--- config.mk ---
export PLATFORM = sky130hd
export DESIGN_NAME = usb_device_xact_fsm_flat
export DESIGN_NICKNAME = d
export VERILOG_FILES = /design/src/rtl/usb_device_xact_fsm_if.sv /design/src/rtl/usb_device_xact_fsm.sv /design/src/flat_wrapper.sv
export SDC_FILE = /design/constraint.sdc
export NUM_CORES = 1
export LEC_CHECK = 0
export ABC_CLOCK_PERIOD_IN_PS = 2100
export CAP_MARGIN = 5
export CELL_PAD_IN_SITES_DETAIL_PLACEMENT = 1
export CELL_PAD_IN_SITES_GLOBAL_PLACEMENT = 2
export CORE_AREA = 4 4 71 73
export CTS_CLUSTER_SIZE = 14
export DETAILED_ROUTE_END_ITERATION = 12
export DIE_AREA = 0 0 75 77
export PLACE_DENSITY_LB_ADDON = 0.25
export RECOVER_POWER = 25
export SLEW_MARGIN = 10
export SYNTH_ARGS = -nofsm -noshare
export SYNTH_HDL_FRONTEND = slang
export SYNTH_SLANG_ARGS = --single-unit
--- constraint.sdc ---
create_clock -name clk -period 2.1 [get_ports clk]
set_clock_uncertainty 0.15 [all_clocks]
set_input_delay 0.42 -clock clk [delete_from_list [all_inputs] [get_ports clk]]
set_output_delay 0.42 -clock clk [all_outputs]
set_load 0.005 [all_outputs]
--- src/rtl/usb_device_xact_fsm_if.sv ---
`default_nettype none
// ============================================================================
// usb_device_xact_fsm_if : packet strobes and transmit commands around the
//                          device-side USB transaction responder
// Revision 1.0
// ============================================================================
interface usb_device_xact_fsm_if;
    logic       token_valid;
    logic [3:0] token_pid;
    logic [6:0] token_addr;
    logic       data_valid;
    logic [3:0] data_pid;
    logic       data_crc_ok;
    logic       hand_valid;
    logic [3:0] hand_pid;
    logic       rx_ready;
    logic       tx_ready;
    logic       start_send_data;
    logic [3:0] send_data_pid;
    logic       done_send_data;
    logic       start_send_hand;
    logic [3:0] send_hand_pid;
    logic       done_send_hand;
    logic       wr_commit;
    logic       rd_commit;

    // master: the transaction responder; slave: PHY codec plus endpoint buffer
    modport master (
        input  token_valid, token_pid, token_addr,
        input  data_valid, data_pid, data_crc_ok,
        input  hand_valid, hand_pid, rx_ready, tx_ready,
        input  done_send_data, done_send_hand,
        output start_send_data, send_data_pid,
        output start_send_hand, send_hand_pid,
        output wr_commit, rd_commit
    );

    modport slave (
        output token_valid, token_pid, token_addr,
        output data_valid, data_pid, data_crc_ok,
        output hand_valid, hand_pid, rx_ready, tx_ready,
        output done_send_data, done_send_hand,
        input  start_send_data, send_data_pid,
        input  start_send_hand, send_hand_pid,
        input  wr_commit, rd_commit
    );
endinterface
`default_nettype wire

--- src/rtl/usb_device_xact_fsm.sv ---
`default_nettype none
// ============================================================================
// usb_device_xact_fsm : device-side USB transaction responder (OUT/IN with
//                       turnaround timeout). Macro USB_TOGGLE_CHECK_EN enables
//                       DATA0/DATA1 toggle tracking and duplicate detection.
// Revision 1.0
// ============================================================================
module usb_device_xact_fsm #(
    parameter logic [6:0] DEV_ADDR       = 7'd5,
    parameter int         TIMEOUT_CYCLES = 255
) (
    input  wire logic             clk,
    input  wire logic             rst_l,
    usb_device_xact_fsm_if.master bus
);
    localparam int            TW           = $clog2(TIMEOUT_CYCLES + 1);
    localparam logic [TW-1:0] c_timer_last = TW'(TIMEOUT_CYCLES - 1);
    localparam logic [TW-1:0] c_timer_one  = TW'(1);
    localparam logic [3:0]    c_pid_out    = 4'b0001;
    localparam logic [3:0]    c_pid_in     = 4'b1001;
    localparam logic [3:0]    c_pid_data0  = 4'b0011;
    localparam logic [3:0]    c_pid_data1  = 4'b1011;
    localparam logic [3:0]    c_pid_ack    = 4'b0010;
    localparam logic [3:0]    c_pid_nak    = 4'b1010;

    typedef enum logic [2:0] {
        S_IDLE    = 3'd0,
        S_RX_DATA = 3'd1,
        S_TX_HAND = 3'd2,
        S_TX_DATA = 3'd3,
        S_RX_HAND = 3'd4
    } state_t;

    state_t        state_q, state_d;
    logic [TW-1:0] timer_q, timer_d;
    logic          start_send_data_q, start_send_data_d;
    logic [3:0]    send_data_pid_q, send_data_pid_d;
    logic          start_send_hand_q, start_send_hand_d;
    logic [3:0]    send_hand_pid_q, send_hand_pid_d;
    logic          wr_commit_q, wr_commit_d;
    logic          rd_commit_q, rd_commit_d;

    logic [3:0]    in_data_pid;
    logic          out_pid_match;

`ifdef USB_TOGGLE_CHECK_EN
    logic out_toggle_q, out_toggle_d;
    logic in_toggle_q, in_toggle_d;

    // A toggle flips exactly when its payload is committed
    always_comb begin
        out_toggle_d = out_toggle_q ^ wr_commit_d;
        in_toggle_d  = in_toggle_q ^ rd_commit_d;
    end

    always_ff @(posedge clk or negedge rst_l) begin
        if (!rst_l) begin
            out_toggle_q <= 1'b0;
            in_toggle_q  <= 1'b0;
        end else begin
            out_toggle_q <= out_toggle_d;
            in_toggle_q  <= in_toggle_d;
        end
    end

    assign in_data_pid   = in_toggle_q ? c_pid_data1 : c_pid_data0;
    assign out_pid_match = (bus.data_pid == (out_toggle_q ? c_pid_data1 : c_pid_data0));
`else
    wire logic unused_data_pid = ^bus.data_pid;

    assign in_data_pid   = c_pid_data0;
    assign out_pid_match = 1'b1;
`endif

    always_comb begin
        state_d           = state_q;
        timer_d           = timer_q;
        start_send_data_d = 1'b0;
        start_send_hand_d = 1'b0;
        wr_commit_d       = 1'b0;
        rd_commit_d       = 1'b0;
        send_data_pid_d   = send_data_pid_q;
        send_hand_pid_d   = send_hand_pid_q;

        unique case (state_q)
            S_IDLE: begin
                if (bus.token_valid && (bus.token_addr == DEV_ADDR)) begin
                    if (bus.token_pid == c_pid_out) begin
                        state_d = S_RX_DATA;
                        timer_d = '0;
                    end else if (bus.token_pid == c_pid_in) begin
                        if (bus.tx_ready) begin
                            state_d           = S_TX_DATA;
                            start_send_data_d = 1'b1;
                            send_data_pid_d   = in_data_pid;
                        end else begin
                            state_d           = S_TX_HAND;
                            start_send_hand_d = 1'b1;
                            send_hand_pid_d   = c_pid_nak;
                        end
                    end
                end
            end
            S_RX_DATA: begin
                timer_d = timer_q + c_timer_one;
                // A strobe in the last timeout cycle still wins
                if (bus.data_valid) begin
                    if (!bus.data_crc_ok) begin
                        state_d = S_IDLE;
                    end else begin
                        state_d           = S_TX_HAND;
                        start_send_hand_d = 1'b1;
                        if (!bus.rx_ready) begin
                            send_hand_pid_d = c_pid_nak;
                        end else begin
                            send_hand_pid_d = c_pid_ack;
                            wr_commit_d     = out_pid_match;
                        end
                    end
                end else if (timer_q == c_timer_last) begin
                    state_d = S_IDLE;
                end
            end
            S_TX_HAND: begin
                if (bus.done_send_hand) begin
                    state_d         = S_IDLE;
                    send_hand_pid_d = '0;
                end
            end
            S_TX_DATA: begin
                if (bus.done_send_data) begin
                    state_d         = S_RX_HAND;
                    timer_d         = '0;
                    send_data_pid_d = '0;
                end
            end
            S_RX_HAND: begin
                timer_d = timer_q + c_timer_one;
                // Non-ACK leaves the IN toggle alone so the payload is re-sent
                if (bus.hand_valid) begin
                    state_d     = S_IDLE;
                    rd_commit_d = (bus.hand_pid == c_pid_ack);
                end else if (timer_q == c_timer_last) begin
                    state_d = S_IDLE;
                end
            end
            default: begin
                state_d = S_IDLE;
            end
        endcase
    end

    always_ff @(posedge clk or negedge rst_l) begin
        if (!rst_l) begin
            state_q           <= S_IDLE;
            timer_q           <= '0;
            start_send_data_q <= 1'b0;
            send_data_pid_q   <= '0;
            start_send_hand_q <= 1'b0;
            send_hand_pid_q   <= '0;
            wr_commit_q       <= 1'b0;
            rd_commit_q       <= 1'b0;
        end else begin
            state_q           <= state_d;
            timer_q           <= timer_d;
            start_send_data_q <= start_send_data_d;
            send_data_pid_q   <= send_data_pid_d;
            start_send_hand_q <= start_send_hand_d;
            send_hand_pid_q   <= send_hand_pid_d;
            wr_commit_q       <= wr_commit_d;
            rd_commit_q       <= rd_commit_d;
        end
    end

    assign bus.start_send_data = start_send_data_q;
    assign bus.send_data_pid   = send_data_pid_q;
    assign bus.start_send_hand = start_send_hand_q;
    assign bus.send_hand_pid   = send_hand_pid_q;
    assign bus.wr_commit       = wr_commit_q;
    assign bus.rd_commit       = rd_commit_q;
endmodule
`default_nettype wire

--- src/flat_wrapper.sv ---
// flat-port wrapper written by rule: the top's interface ports become plain ports
module usb_device_xact_fsm_flat 
#(
    parameter logic [6:0] DEV_ADDR       = 7'd5,
    parameter int         TIMEOUT_CYCLES = 255
)
  (clk, rst_l, bus_token_valid, bus_token_pid, bus_token_addr, bus_data_valid, bus_data_pid, bus_data_crc_ok, bus_hand_valid, bus_hand_pid, bus_rx_ready, bus_tx_ready, bus_done_send_data, bus_done_send_hand, bus_start_send_data, bus_send_data_pid, bus_start_send_hand, bus_send_hand_pid, bus_wr_commit, bus_rd_commit);
  usb_device_xact_fsm_if bus_i ();
  input  wire logic clk;
  input  wire logic rst_l;
  input wire logic [$bits(bus_i.token_valid)-1:0] bus_token_valid;
  input wire logic [$bits(bus_i.token_pid)-1:0] bus_token_pid;
  input wire logic [$bits(bus_i.token_addr)-1:0] bus_token_addr;
  input wire logic [$bits(bus_i.data_valid)-1:0] bus_data_valid;
  input wire logic [$bits(bus_i.data_pid)-1:0] bus_data_pid;
  input wire logic [$bits(bus_i.data_crc_ok)-1:0] bus_data_crc_ok;
  input wire logic [$bits(bus_i.hand_valid)-1:0] bus_hand_valid;
  input wire logic [$bits(bus_i.hand_pid)-1:0] bus_hand_pid;
  input wire logic [$bits(bus_i.rx_ready)-1:0] bus_rx_ready;
  input wire logic [$bits(bus_i.tx_ready)-1:0] bus_tx_ready;
  input wire logic [$bits(bus_i.done_send_data)-1:0] bus_done_send_data;
  input wire logic [$bits(bus_i.done_send_hand)-1:0] bus_done_send_hand;
  output wire logic [$bits(bus_i.start_send_data)-1:0] bus_start_send_data;
  output wire logic [$bits(bus_i.send_data_pid)-1:0] bus_send_data_pid;
  output wire logic [$bits(bus_i.start_send_hand)-1:0] bus_start_send_hand;
  output wire logic [$bits(bus_i.send_hand_pid)-1:0] bus_send_hand_pid;
  output wire logic [$bits(bus_i.wr_commit)-1:0] bus_wr_commit;
  output wire logic [$bits(bus_i.rd_commit)-1:0] bus_rd_commit;
  assign bus_i.token_valid = bus_token_valid;
  assign bus_i.token_pid = bus_token_pid;
  assign bus_i.token_addr = bus_token_addr;
  assign bus_i.data_valid = bus_data_valid;
  assign bus_i.data_pid = bus_data_pid;
  assign bus_i.data_crc_ok = bus_data_crc_ok;
  assign bus_i.hand_valid = bus_hand_valid;
  assign bus_i.hand_pid = bus_hand_pid;
  assign bus_i.rx_ready = bus_rx_ready;
  assign bus_i.tx_ready = bus_tx_ready;
  assign bus_i.done_send_data = bus_done_send_data;
  assign bus_i.done_send_hand = bus_done_send_hand;
  assign bus_start_send_data = bus_i.start_send_data;
  assign bus_send_data_pid = bus_i.send_data_pid;
  assign bus_start_send_hand = bus_i.start_send_hand;
  assign bus_send_hand_pid = bus_i.send_hand_pid;
  assign bus_wr_commit = bus_i.wr_commit;
  assign bus_rd_commit = bus_i.rd_commit;
  usb_device_xact_fsm #(.DEV_ADDR(DEV_ADDR), .TIMEOUT_CYCLES(TIMEOUT_CYCLES)) u_core (.clk(clk), .rst_l(rst_l), .bus(bus_i));
endmodule
==> results.md <==
* # clock sinks at 18
* CP Capture Type: flip-flop
* Die area at 5780 um2
* F_max at 491 MHz
* Final hold slack at 0.338 ns
* Critical-path maximum fanout at 5
* Synth Register Bits at 18
* Post-synthesis async set-or-reset flop share at 1.00
* Num rows at 24
* Antenna cells at 0
* Clk root buf: clkbuf_8
* Remaining DRCs at 0
* Critical Setup Path Class: input pin to flip-flop
* Startpoint types: input pin
* Clock Path Buffers at 2
* Min Tclk post-route at 2.04 ns
* Critical Path RT at 2.09 ns
* Arrival time worst endpoint at 2.02 ns
* Core Util, Final at 0.357
* Core box area at 4350 um2
* # port buffers at 32
* Routed vias/inst at 4.99
* Largest net degree at the start of global routing at 19
* GRT Resource Usage Total at 0.117
* Largest area contributor in the netlist: dfrtp_1
* WHS Endpoint: u_core.bus.send_hand_pid[1]$_DFFE_PN0P_
* Via Count at 1,013
* RR Startpoint: u_core.state_q[0]$_DFFE_PN0P_
* Initial DRC count at 25
* FF-to-FF End: u_core.timer_q[7]$_DFFE_PN0P_
* Worst-Skew Late Latency at approximately 0.25 ns
* PwrDens at 557 nW/um2
* Mapped cell area at 1060 um2
* Layout cells sized above 1 at 0.159
* Final TNS setup at 0 ns
* Gp weighted congestion at 0.806
* Buffer count from post-CTS setup fixing at 0
* Sw Pwr at between 0.0002 and 0.00025 W
* WL final at 3130 um
* Period utilization at 0.970
* Placed cell count at 200
* Post-synth EDFFs at 0
* FF-to-FF path depth at 4
* Gate count after technology mapping at ~110
* Final ANT Viol Nets at 0
* CTS tree: built
* Hold_sp: u_core.bus.send_hand_pid[1]$_DFFE_PN0P_
* I/O pin count at 41
* Combinational fraction of design power at 0.214
* FF-to-FF setup slack at 0.33 ns
* Wire per inst at between 15 and 20 um
* Total congestion overflow at 0
* Flop pwr share at 0.510
* Synth warn at 0
* Drt pass-1 iters at 4
* MaxCap Viol Count at 0
* Worst Hold Depth at 1
* DP HPWL at ~2500 um
* Initial antenna violation count at 0
* Share of the synthesized area in the top cell type at 0.424
* Initial Utilization at 0.244
* Vias in the first global route at approximately 1,200
* Seq/Total Area, Yosys at 0.424
* Post-synthesis cell type count at 42
* Status: finished clean
* Max VDD drop at about 0.19 mV
* RSZ-0062 raised after global routing: no
* Final setup fails at 0
* Leakage power at 0.713 nW
* Critical path's slowest cell: clkdlybuf4s50_1
* Synth area leaders: dfrtp_1 42%, buf_4 4.2%, and3_1 2.9%
* Clock network power share at 0.276
* Hold buffers post-CTS at 0
* Area grow syn2layout at 46.4%
* CTS Buf Count at 3
* Mean Syn Cell Area at between 9 and 10 um2
* First-pass GRT wire length at 5310 um
* Internal cell power at 0.000634 W
* H-tree Lvls at 1
* Number of nets in the layout at between 150 and 200
* Register clock-pin slew on the reported worst setup and hold paths at 0.07 ns
* Final Hold Fails at 0
* Worst path cell trace: clkdlybuf4s50_1 -> nor4b_4 -> a31oi_2 -> a221o_2 -> a211o_1
* Chip Width at roughly 75 um
* Main synth FF type: dfrtp_1
* Hold Crit Class: flip-flop to flip-flop
* Sw Ratio at 0.269
* Max-slew violation count at 0
* Height of the die at 77 um
* Worst rel slew slack at 0.310
* Slew @ Worst Pin at 1.03 ns
* Final Instance Count excl. Fillers at 203
* Crit path largest cell delay at 0.44 ns
[registers in the layout (all words and copies together) (netlist names)]
register / count
u_core.bus.start_send_hand: 1
u_core.timer_q: 8
u_core.bus.start_send_data: 1
u_core.state_q: 3
u_core.bus.rd_commit: 1
u_core.bus.send_data_pid: 1
u_core.bus.send_hand_pid: 2
u_core.bus.wr_commit: 1
[timing repair]
item,CTS,global route
gates resized for setup,1,6
endpoints found under the setup margin,3,4
pin swaps,0,3
[area by class of cell]
cell class | instances | area [um2]
Clock buffer | 3 | 41.3
Fill cell | 497 | 2800
Inverter | 3 | 11.3
Multi-Input combinational cell | 84 | 582
Sequential cell | 18 | 450
Tap cell | 52 | 65.1
Timing Repair Buffer | 43 | 407
[cell usage in the layout (no fill, tap or decap), drive strengths merged, types with 3 or more instances in the layout]
master,Yosys,routed
buf,7,10
nor2,6,6
and3,5,5
inv,3,3
conb,1,4
dlymetal6s2s,0,3
nor4b,3,3
clkdlybuf4s50,0,28
nor3,5,5
o21ai,4,4
clkbuf,2,4
nand3,6,6
dfrtp,18,18
a21oi,5,5
nand2,7,7
nand4,3,3
a211o,3,3
[cell families after synthesis]
| kind of cell | after synthesis | share of synthesized area |
|---|---|---|
| mux | 1 | 0.00941 |
| xor+xnor | 1 | 0.00824 |
| compound gates | 29 | 0.198 |
| simple gates | 47 | 0.269 |
| other cells | 1 | 0.00353 |
| flops | 18 | 0.424 |
| fa+ha+maj | 2 | 0.0235 |
| buf+inv | 12 | 0.0647 |
[power by group through the flow]
stage	clock (W)	combinational [W]	sequential [W]
2_1_floorplan	0	0.0000901	0.000437
3_3_place_gp	0	0.000178	0.000446
3_5_place_dp	0	0.000189	0.000448
4_1_cts	0.000258	0.000189	0.000442
5_1_grt	0.000270	0.000205	0.000454
6_report	0.000239	0.000186	0.000443
[cell usage after synthesis (2+ instances only)]
library cell  instances
a21oi_1               5
nor4b_1               2
inv_1                 3
nand2_1               7
o21a_1                2
nand4_1               3
o2bb2ai_1             2
a211o_1               3
and4bb_2              2
and3_1                5
o21ai_0               4
nand2b_1              2
buf_4                 6
ha_1                  2
nor3_1                5
clkbuf_1              2
o22ai_1               2
dfrtp_1              18
or3_1                 2
or2_2                 2
nor2_1                6
nand3_1               6
[worst max path at each step]
stage | to | startpoint | cells after the start
after floorplan | u_core.timer_q[5]$_DFFE_PN0P_ | bus_token_pid[1] | 4
after global placement | u_core.timer_q[5]$_DFFE_PN0P_ | bus_token_pid[1] | 5
after detailed placement | u_core.timer_q[7]$_DFFE_PN0P_ | bus_token_pid[1] | 5
after CTS | u_core.timer_q[7]$_DFFE_PN0P_ | bus_token_addr[5] | 5
after global routing | u_core.timer_q[5]$_DFFE_PN0P_ | bus_token_addr[4] | 5
final | u_core.timer_q[7]$_DFFE_PN0P_ | bus_token_addr[4] | 5
[metrics by stage]
stage	worst slack, ns	instance area (um2)	power, W
2_1_floorplan	0.315	1070	0.000527
3_3_place_gp	-0.269	1490	0.000624
3_5_place_dp	-0.297	1490	0.000637
4_1_cts	0.0413	1530	0.000889
5_1_grt	0.0101	1560	0.000928
6_report	0.0620	1560	0.000868
[metal layers]
metal | track usage | wire, um | up-vias
met5 | 0 | 0 | -
met4 | 0.0480 | 72 | 0
met3 | 0.0327 | 173 | 7
met2 | 0.206 | 1670 | 31
met1 | 0.127 | 1220 | 491
li1 | - | - | 484
[worst max-delay path, delay by kind of cell]
kind            cells  cell delay [ns]
buf+inv             1             0.44
simple gates        1             0.34
compound gates      3             0.83
No activity file was read; power rests on OpenSTA's default activity.
